$ cat src/rtl/fwd_hazard_unit.sv
// ---------------------------------------------------------------------------
// fwd_hazard_unit
//
// Decode-stage forwarding and load-use hazard unit. It keeps a short shadow of
// the three instructions ahead of decode (S1 = one stage ahead, S2 = two,
// S3 = three) and uses it to produce the operand-mux select codes that travel
// with the instruction into ID/EX. A load sitting directly ahead of a consumer
// cannot forward in time, so decode is stalled for one cycle and the consumer
// then picks the load data up from MEM/WB.
//
// Ports
//   clk           clock, all state changes on the rising edge
//   rst_n         synchronous active-low reset
//   id_valid      decode holds a valid instruction
//   id_rs1/rs2    source register addresses
//   id_rs1_used   rs1 is really read by the instruction
//   id_rs2_used   rs2 is really read by the instruction
//   id_rd         destination register address
//   id_rd_we      instruction writes id_rd
//   id_is_load    instruction is a load
//   flush         kill the decode instruction, a bubble enters the pipeline
//   fwd_sel_a/b   operand mux selects: 00 regfile, 01 EX/MEM, 10 MEM/WB,
//                 11 writeback
//   stall         hold PC and IF/ID, ID/EX captures a bubble
//   stall_cnt     saturating count of stall cycles
// ---------------------------------------------------------------------------
module fwd_hazard_unit #(
    parameter int reg_addr_w = 5,
    parameter int cnt_w      = 16
) (
    input  logic                  clk,
    input  logic                  rst_n,
    input  logic                  id_valid,
    input  logic [reg_addr_w-1:0] id_rs1,
    input  logic [reg_addr_w-1:0] id_rs2,
    input  logic                  id_rs1_used,
    input  logic                  id_rs2_used,
    input  logic [reg_addr_w-1:0] id_rd,
    input  logic                  id_rd_we,
    input  logic                  id_is_load,
    input  logic                  flush,
    output logic [1:0]            fwd_sel_a,
    output logic [1:0]            fwd_sel_b,
    output logic                  stall,
    output logic [cnt_w-1:0]      stall_cnt
);

    localparam logic [1:0] SEL_RF  = 2'b00;
    localparam logic [1:0] SEL_EXM = 2'b01;
    localparam logic [1:0] SEL_MWB = 2'b10;
    localparam logic [1:0] SEL_WB  = 2'b11;

    // Slot index 0 is S1 (nearest to decode), 2 is S3.
    logic [2:0]            slot_v;
    logic [2:0]            slot_we;
    logic [2:0]            slot_ld;
    logic [reg_addr_w-1:0] slot_rd [0:2];

    logic [2:0]            prod;
    logic                  s1_load_prod;
    logic                  load_hit;
    logic                  stall_int;
    logic                  sel_quiet;
    logic                  s1_load_en;

    // Nearest producing slot wins; register 0 never forwards (handled in prod).
    function automatic logic [1:0] nearest_sel(
        input logic [reg_addr_w-1:0] src,
        input logic [2:0]            p,
        input logic [reg_addr_w-1:0] rd1,
        input logic [reg_addr_w-1:0] rd2,
        input logic [reg_addr_w-1:0] rd3
    );
        logic [1:0] sel;
        sel = SEL_RF;
        if (p[0] && rd1 == src) begin
            sel = SEL_EXM;
        end else if (p[1] && rd2 == src) begin
            sel = SEL_MWB;
        end else if (p[2] && rd3 == src) begin
            sel = SEL_WB;
        end
        return sel;
    endfunction

    always_comb begin
        for (int i = 0; i < 3; i++) begin
            prod[i] = slot_v[i] & slot_we[i] & (slot_rd[i] != '0);
        end
    end

    assign s1_load_prod = prod[0] & slot_ld[0];

    assign load_hit = s1_load_prod &
                      ((id_rs1_used & (id_rs1 == slot_rd[0])) |
                       (id_rs2_used & (id_rs2 == slot_rd[0])));

    // Flush outranks the stall; reset silences everything combinationally.
    assign stall_int = rst_n & id_valid & ~flush & load_hit;
    assign stall     = stall_int;

    // While stalling, the instruction is not issued, so its selects are moot
    // and forced to the register file code.
    assign sel_quiet = ~rst_n | ~id_valid | flush | stall_int;

    always_comb begin
        fwd_sel_a = SEL_RF;
        fwd_sel_b = SEL_RF;
        if (!sel_quiet && id_rs1_used) begin
            fwd_sel_a = nearest_sel(id_rs1, prod, slot_rd[0], slot_rd[1], slot_rd[2]);
        end
        if (!sel_quiet && id_rs2_used) begin
            fwd_sel_b = nearest_sel(id_rs2, prod, slot_rd[0], slot_rd[1], slot_rd[2]);
        end
    end

    assign s1_load_en = id_valid & ~stall_int & ~flush;

    always_ff @(posedge clk) begin
        if (!rst_n) begin
            slot_v    <= '0;
            stall_cnt <= '0;
        end else begin
            slot_v[2]  <= slot_v[1];
            slot_we[2] <= slot_we[1];
            slot_ld[2] <= slot_ld[1];
            slot_rd[2] <= slot_rd[1];

            slot_v[1]  <= slot_v[0];
            slot_we[1] <= slot_we[0];
            slot_ld[1] <= slot_ld[0];
            slot_rd[1] <= slot_rd[0];

            // Fields load unconditionally; only the valid bit marks a bubble.
            slot_v[0]  <= s1_load_en;
            slot_we[0] <= id_rd_we;
            slot_ld[0] <= id_is_load;
            slot_rd[0] <= id_rd;

            if (stall_int && (stall_cnt != {cnt_w{1'b1}})) begin
                stall_cnt <= stall_cnt + cnt_w'(1);
            end
        end
    end

endmodule

$ cat config.mk
export PLATFORM = sky130hd
export DESIGN_NAME = fwd_hazard_unit
export DESIGN_NICKNAME = d
export VERILOG_FILES = /design/src/rtl/fwd_hazard_unit.sv
export SDC_FILE = /design/constraint.sdc
export NUM_CORES = 1
export LEC_CHECK = 0
export CAP_MARGIN = 20
export CORE_UTILIZATION = 54
export DETAILED_ROUTE_END_ITERATION = 12
export PLACE_DENSITY = 0.95
export SLEW_MARGIN = 20
export SYNTH_ARGS = -nofsm -noshare
export SYNTH_HDL_FRONTEND = slang
export SYNTH_SLANG_ARGS = --single-unit
$ cat constraint.sdc
create_clock -name clk -period 3.42 [get_ports clk]
set_input_delay 0.684 -clock clk [delete_from_list [all_inputs] [get_ports clk]]
set_output_delay 0.684 -clock clk [all_outputs]
set_load 0.1 [all_outputs]
Word-level counts from Yosys, hierarchy flattened
Memory sizes are Yosys's and may differ from the RTL's. Index checks and enable logic that the tools add are counted.

Input bits: 23. Memories: 1. RAM bits: 15. Flip-flop bits (word level): 23. Output and inout bits: 21.

Reduce and logical (&&, ||, !) cells: 13. Equal/unequal tests: 9. Bitwise operators: 23. Add/sub/neg operators: 1. Multiplexer cells: 9.

Memories: slot_rd (depth 3, bits a word 5, rd ports 3, clocked after memory_dff 0, wr ports 3, line 57) `logic [reg_addr_w-1:0] slot_rd [0:2];`.

Operators by type and width (count): $eq A5 B5 Y1 (8); $add A16 B1 Y16 const B (1); $mux W2 (8); $ne A16 B16 Y1 const B (1); $and A1 B1 Y1 (15); $reduce_bool A5 Y1 (3); $logic_and A1 B1 Y1 (9); $not A1 Y1 (4); $or A1 B1 Y1 (4); $logic_not A1 Y1 (1); $mux W1 (1).

Logic depth before layout (Yosys ltp)
Gate-level depths: netlist of the first run.

Word-level depth: 9. Mapped depth: 7. Gate-level depth less buffers: 6.

Worst setup path before layout of the first run
No wires, ideal clock.

Path kind: input to output. From: input id_rs2[3]. To: output stall. Buffers on the path: 2. Arrival: 2.853 ns. Cell stages on the path: 6. Required time: 2.736 ns. Slack: -0.117 ns. Cell sequence: xnor2_1 > nand3_1 > o32a_1 > buf_6 > clkbuf_1 > nor2_1.

Word-level cells in the longest chain between the ends: 5.

RTL lines: start, declared (line 35) `input logic [reg_addr_w-1:0] id_rs2,`; $eq A5 B5 Y1 (line 96) `(id_rs2_used & (id_rs2 == slot_rd[0])));`; $and A1 B1 Y1 (line 96); $or A1 B1 Y1 (line 95) `((id_rs1_used & (id_rs1 == slot_rd[0])) |`; $and A1 B1 Y1 (line 94) `assign load_hit = s1_load_prod &`; $and A1 B1 Y1 (line 99) `assign stall_int = rst_n & id_valid & ~flush & load_hit;`; end, declared (line 44) `output logic stall,`.

Every way passes these cells.

Worst setup path in the final report of the first run
From: input id_rs2[3]. To: output fwd_sel_a[1].

Word-level cells in the longest chain between the ends: 9.

RTL lines: $eq A5 B5 Y1 (line 96); $and A1 B1 Y1 (line 96); $or A1 B1 Y1 (line 95); $and A1 B1 Y1 (line 94); $and A1 B1 Y1 (line 99); $or A1 B1 Y1 (line 104) `assign sel_quiet = ~rst_n | ~id_valid | flush | stall_int;`; $logic_not A1 Y1 (line 109) `if (!sel_quiet && id_rs1_used) begin`; $logic_and A1 B1 Y1 (line 109); $mux W2 (line 109); end, declared (line 42) `output logic [1:0] fwd_sel_a,`.

Every way passes these cells.

==> summary.md, run 1 <==
| Metric | Value |
|---|---|
| CTS resizes | 0 |
| Vias per Instance | 6.097 |
| Clock skew | 4.644 ps |
| Crit path DAT | 2600 ps |
| Clk Latency, worst-skew pair | 290 ps |
| Fin cells | 298 |
| Status | finished, final reports clean |
| Synth async-reset ratio | 0 |
| Unrepaired setup endpoints after global routing | no |
| Syn avg cell area | 10.21 sq um |
| Final ANT Viol Nets | 0 |
| RR Startpoint | slot_rd[0][3] |
| Total clock sinks | 38 |
| Die Ht | 63.96 um |
| Yosys reg bits | 38 |
| Area overhead of the layout relative to synthesis | 28.85% |
| Vias in the first global route | 1752 |
| Final Cycle Share | 0.9592 |
| Worst Setup SP | id_rs2[3] |
| Die footprint | 0.004091 sq mm |
| Crit-path cells | clkdlybuf4s50_1 -> xnor2_1 -> nand3_1 -> o32ai_1 -> a31oi_2 -> and4b_1 -> buf_12 |
| Synth top cells by count | 20 x xnor2_1, 19 x dfxtp_1, 19 x edfxtp_1 |
| Nets | 273 |
| Top cell type by total area after synthesis | edfxtp_1 |
| Seq/Total Area, Yosys | 0.4587 |
| I/O pin cnt | 44 |
| Area of the core | 0.003661 sq mm |
| Final setup fails | 0 |
| Slew @ Worst Pin | 964.5 ps |
| Clk pin slew, worst setup/hold paths | 70 ps |
| P_leak | 0.9173 nW |
| Endpoints failing hold | 0 |
| Synthesized instance count | 203 |
| Setup crit start kind | primary input |
| Placed cells | 290 |
| Crit Path Max Fanout | 5 |
| Critical path's slowest cell | clkdlybuf4s50_1 |
| Share of layout cells above drive strength 1 | 0.1320 |
| Data required, critical path | 2740 ps |
| Worst hold path type | reg2reg |
| Worst hold start | slot_v[1] |
| Slew HR | 0.3550 |
| Setup repair bufs after CTS | 0 |
| Largest cells by area after synthesis | edfxtp_1 28%, dfxtp_1 18%, xnor2_1 8.4% |
| Total routed wirelength | 4.851 mm |
| Cell Area, Synth | 0.002073 sq mm |
| Post-synth EDFFs | 19 |
| Drt initial violations | 125 |
| Global-route wire length before repair | 8.004 mm |
| Final GP Congestion | 0.9825 |
| DIE WIDTH | 63.96 um |
| Tmin final | 3281 ps |
| Setup WS post-layout | 139.5 ps |
| Fillers | 257 |
| CTS root buf | clkbuf_8 |
| Util after Layout | 0.7297 |
| GRT Overall Usage | 0.2598 |
| PwrDens | 370.0 mW/mm^2 |
| First drt pass iteration count | 4 |
| Max-slew violations | 0 |
| Final setup TNS | 0 ps |
| Num CTS Buffers | 5 |
| Max-cap violations | 0 |
| Achievable Freq | 304.8 MHz |
| WP buf/inv | 2 |
| Crit Path Category | in2out |
| Synth top area share | 0.2752 |
| CP max stage delay | 570 ps |
| Synth unique cells | 44 |
| Maximum clock path buffer count | 2 |
| Remaining Overflow, GRT | 0 |
| Initial antenna violation count | 0 |
| Syn Nets | 227 |
| Top-count cell post-synth | xnor2_1 |
| I/O Buffers | 43 |
| Starting Density | 0.5663 |
| Crit end category | output port |
| Cell family with most CP delay | buffers and inverters |
| CTS tree | built |
| H-tree levels | 2 |
| Hpwl dp | 3.607 mm |
| Yosys warnings | 0 |
| Peak supply drop | 0.0003494 V |
| Dpl ws | 154.8 ps |
| Antenna Cells | 0 |
| Synth Flop Type | edfxtp_1 |
| DRC | 0 |
| Largest net degree at the start of global routing | 39 |
| WL per Instance | 16.28 um |
| Via Count | 1817 |
| Std-Cell Rows | 22 |
| Hold buffer count at cts | 0 |
routing by layer:
metal / part of all wire / global-route usage / wire length, um
met5: 0 / 0 / 0
met4: 0.023 / 0.1108 / 110
met3: 0.057 / 0.06250 / 276
met1: 0.44 / 0.3230 / 2130
met2: 0.48 / 0.4282 / 2334
registers in the layout, indices dropped and copies added, names as in the netlist:
name / count
slot_rd: 15
slot_we: 3
slot_ld: 1
stall_cnt: 16
slot_v: 3
final timing paths:
| check | endpoint | cells past startpoint | slack (ps) |
|---|---|---|---|
| setup / recovery | fwd_sel_a[1] | 7 | 140 |
| hold / removal | slot_v[2] | 1 | 490 |
| setup reg to reg | stall_cnt[8] | 6 | 1220 |
| hold reg to reg | slot_v[2] | 1 | 490 |
metrics by stage:
step	power, W	hold slack, ps	cell area, sq um
2_1_floorplan	0.0005777	426.7	2076
6_report	0.0009885	488.8	2671
3_3_place_gp	0.0006290	456.6	2565
5_1_grt	0.001026	501.7	2671
3_5_place_dp	0.0006322	469.5	2565
4_1_cts	0.0009945	491.4	2671
placed cells by master, fill, tap and decap left out, types with 2 or more instances in the layout:
cell | synthesis | layout
a21oi_1 | 7 | 7
and4_1 | 3 | 3
mux2i_1 | 3 | 3
nor4_1 | 3 | 3
o21a_1 | 2 | 2
and4b_1 | 3 | 3
xnor2_1 | 20 | 20
nand4_1 | 8 | 8
nor2_1 | 7 | 6
dfxtp_1 | 19 | 19
nor3_1 | 2 | 2
and2_1 | 3 | 3
clkbuf_1 | 4 | 2
inv_1 | 4 | 4
nand2_1 | 15 | 15
or4_1 | 7 | 7
o311ai_0 | 3 | 3
o41ai_1 | 3 | 3
clkdlybuf4s50_1 | 0 | 23
nand2b_1 | 7 | 7
buf_12 | 0 | 5
o31ai_1 | 6 | 6
xor2_1 | 10 | 10
and3_1 | 4 | 4
clkbuf_8 | 0 | 5
o21ai_0 | 4 | 4
nand3_1 | 14 | 14
edfxtp_1 | 19 | 19
buf_4 | 0 | 18
or3_1 | 3 | 3
o211ai_1 | 2 | 2
cell type report:
cell class	count	area, sq um	area share
well taps	48	60.06	0.02248
flip-flops and latches	38	950.9	0.3560
repair buffers	46	465.4	0.1742
clock buffers	7	76.32	0.02857
multi-input cells	154	1074	0.4019
inverters	4	15.01	0.005621
clock inverters	1	30.03	0.01124
power breakdown:
group,switching (W),total [W],internal (W)
Clock,0.000147,0.000365,0.000218
Combinational,0.0000496,0.000104,0.0000542
Sequential,0.0000211,0.000520,0.000499
Total,0.000218,0.000989,0.000771
cell families (layout without fill, tap and decap cells):
kind of cell,count (synthesis),count (layout),share of synthesized area
multiplexers,3,3,0.01448
flip-flops,38,38,0.4587
AND/OR/NAND/NOR,84,84,0.2408
adder cells (fa/ha/maj),1,1,0.006034
buffers and inverters,11,58,0.02474
AO/OA/AOI/OAI,36,36,0.1285
XOR/XNOR,30,30,0.1267
worst reg2reg max path: cells and delay by family (launching register included):
| family | cells | cell delay (ps) |
|---|---|---|
| compound gates | 2 | 550 |
| xor+xnor | 1 | 200 |
| simple gates | 2 | 680 |
| flops | 1 | 480 |
| buf+inv | 1 | 220 |
No activity file was read; power rests on OpenSTA's default activity.
==> run 2: changes to the inputs <==
Settings changed: CORE_UTILIZATION 54 to 25, PLACE_DENSITY 0.95 to 0.57.
==> run 2 against run 1 <==
Compared with the run above: critical path depth unchanged; largest cell class unchanged; first-iteration DRC count up 8.0%; critical endpoint unchanged; via count down 5.4%; wire length up 3.7%; sequential share of layout area down 0.94 points; global-route usage down 14 points.
==> summary.md, run 2 (synthesis gave the netlist of run 1 again) <==
| Metric | Value |
|---|---|
| Peak supply drop | 0.0001608 V |
| Vias per Instance | 4.884 |
| Metal2 WL | 2.272 mm |
| Worst hold path depth | 0 |
| Area of the core | 0.007888 sq mm |
| PwrDens | 368.4 mW/mm^2 |
| Unrepaired setup endpoints after global routing | no |
| Crit Path Category | in2out |
| Vias in the first global route | 1665 |
| Finished Cell Area | 0.002744 sq mm |
| Max-slew violations | 0 |
| Reg with most FFs | stall_cnt |
| Slew HR | 0.7132 |
| Largest net degree at the start of global routing | 39 |
| Endpoints failing hold | 0 |
| Via Count | 1719 |
| GRT Overall Usage | 0.1215 |
| Util after Layout | 0.3479 |
| Hold buffer count at cts | 0 |
| DIE WIDTH | 93.07 um |
| Initial antenna violation count | 0 |
| Min Hold Slack | 465.4 ps |
| Final setup TNS | 0 ps |
| Total routed wirelength | 5.030 mm |
| Largest register FFs | 16 |
| Crit end category | output port |
| Clk pin slew, worst setup/hold paths | 80 ps |
| Seq pwr share | 0.513 |
| Num CTS Buffers | 5 |
| Die Ht | 93.07 um |
| I/O Buffers | 43 |
| CTS root buf | clkbuf_8 |
| Status | finished, final reports clean |
| Net Switching | 0.0002416 W |
| Crit path DAT | 2620 ps |
| Worst hold path type | reg2reg |
| Dpl cell area | 0.002630 sq mm |
| Most common cell after layout, fill and taps aside | clkdlybuf4s50_1 |
| Nets | 273 |
| Most frequent cells in the layout | 22 x clkdlybuf4s50_1, 20 x xnor2_1, 19 x buf_4, 19 x edfxtp_1, 19 x dfxtp_1 |
| Final ANT Viol Nets | 0 |
| Tmin final | 3304 ps |
| Antenna Cells | 0 |
| Total clock sinks | 38 |
| Maximum clock path buffer count | 2 |
| Final Cycle Share | 0.9662 |
| First drt pass iteration count | 4 |
| Met3 WL | 248 um |
| Worst Reg-to-Reg Cells | 6 |
| Data required, critical path | 2740 ps |
| Clock power frac | 0.387 |
| Setup repair bufs after CTS | 0 |
| Max-cap violations | 0 |
| Clock skew | 3.576 ps |
| Switch share | 0.2390 |
| P_leak | 0.9173 nW |
| DRC | 0 |
| Internal power | 0.0007693 W |
| Top flop regs | stall_cnt (16), slot_rd (15) |
| Remaining Overflow, GRT | 0 |
| Area overhead of the layout relative to synthesis | 32.35% |
| Starting Density | 0.2628 |
| DRT met1 WL | 2.383 mm |
| Global-route wire length before repair | 8.169 mm |
| Top Metal Used | met4 |
| Die footprint | 0.008661 sq mm |
| Final setup fails | 0 |
| Share of layout cells above drive strength 1 | 0.1440 |
| Hpwl dp | 3.781 mm |
| Setup crit start kind | primary input |
| I/O pin cnt | 44 |
| Std-Cell Rows | 32 |
| Crit Path Max Fanout | 5 |
| Achievable Freq | 302.6 MHz |
| WL per Instance | 14.29 um |
| CTS resizes | 0 |
| CTS tree | built |
| H-tree levels | 2 |
| Final GP Congestion | 0.9475 |
| Drt initial violations | 135 |
| Clk Latency, worst-skew pair | 290 ps |
| Gate power share | 0.101 |
| Slew @ Worst Pin | 430.3 ps |
## run 2: cell count changes in the layout (fill, tap and decap cells not counted)
cell / delta
clkbuf_1: -2
clkdlybuf4s50_1: -1
buf_4: +1
clkinvlp_4: +2
## run 2: worst max-delay path: stages
cell	delay, ps
clkdlybuf4s50_1	560
xnor2_1	140
nand3_1	160
o32ai_1	410
a31oi_2	200
and4b_1	280
buf_12	170
## run 2: per-layer routing
layer,vias to the layer above,GRT usage
met4,0,0.05769
met3,10,0.02764
met2,45,0.1820
met5,-,0
met1,792,0.1645
li1,872,-
## run 2: through the flow
step                setup WS (ps)  total power [W]  std cells
finish                      115.6         0.001011        352
global route                31.15         0.001051        352
CTS                         125.8         0.001020        352
detailed placement          123.0        0.0006311        344
global placement            200.3        0.0006314        344
floorplan                   336.5        0.0005777        203
## run 2: power groups by stage
stage / registers (W) / logic, W / clock network [W]
after global routing: 0.000521 / 0.000111 / 0.000419
after CTS: 0.000518 / 0.000102 / 0.000400
after global placement: 0.000530 / 0.000101 / 0
after floorplan: 0.000522 / 0.0000556 / 0
final: 0.000518 / 0.000102 / 0.000391
after detailed placement: 0.000529 / 0.000102 / 0
## run 2: final cells by class
| type | instances | area [sq um] |
|---|---|---|
| inverters | 4 | 15.01 |
| clock buffers | 5 | 68.82 |
| well taps | 102 | 127.6 |
| fillers | 788 | 5144 |
| clock inverters | 3 | 45.04 |
| repair buffers | 46 | 462.9 |
| multi-input cells | 154 | 1074 |
| flip-flops and latches | 38 | 950.9 |
## run 2: worst paths after layout
check | to | slack, ps | start
worst max-delay path | fwd_sel_a[1] | 120 | id_rs2[1]
worst min register to register | slot_we[1] | 470 | slot_we[0]
worst min-delay path | slot_we[1] | 470 | slot_we[0]
worst max register to register | stall_cnt[11] | 1220 | slot_rd[0][3]
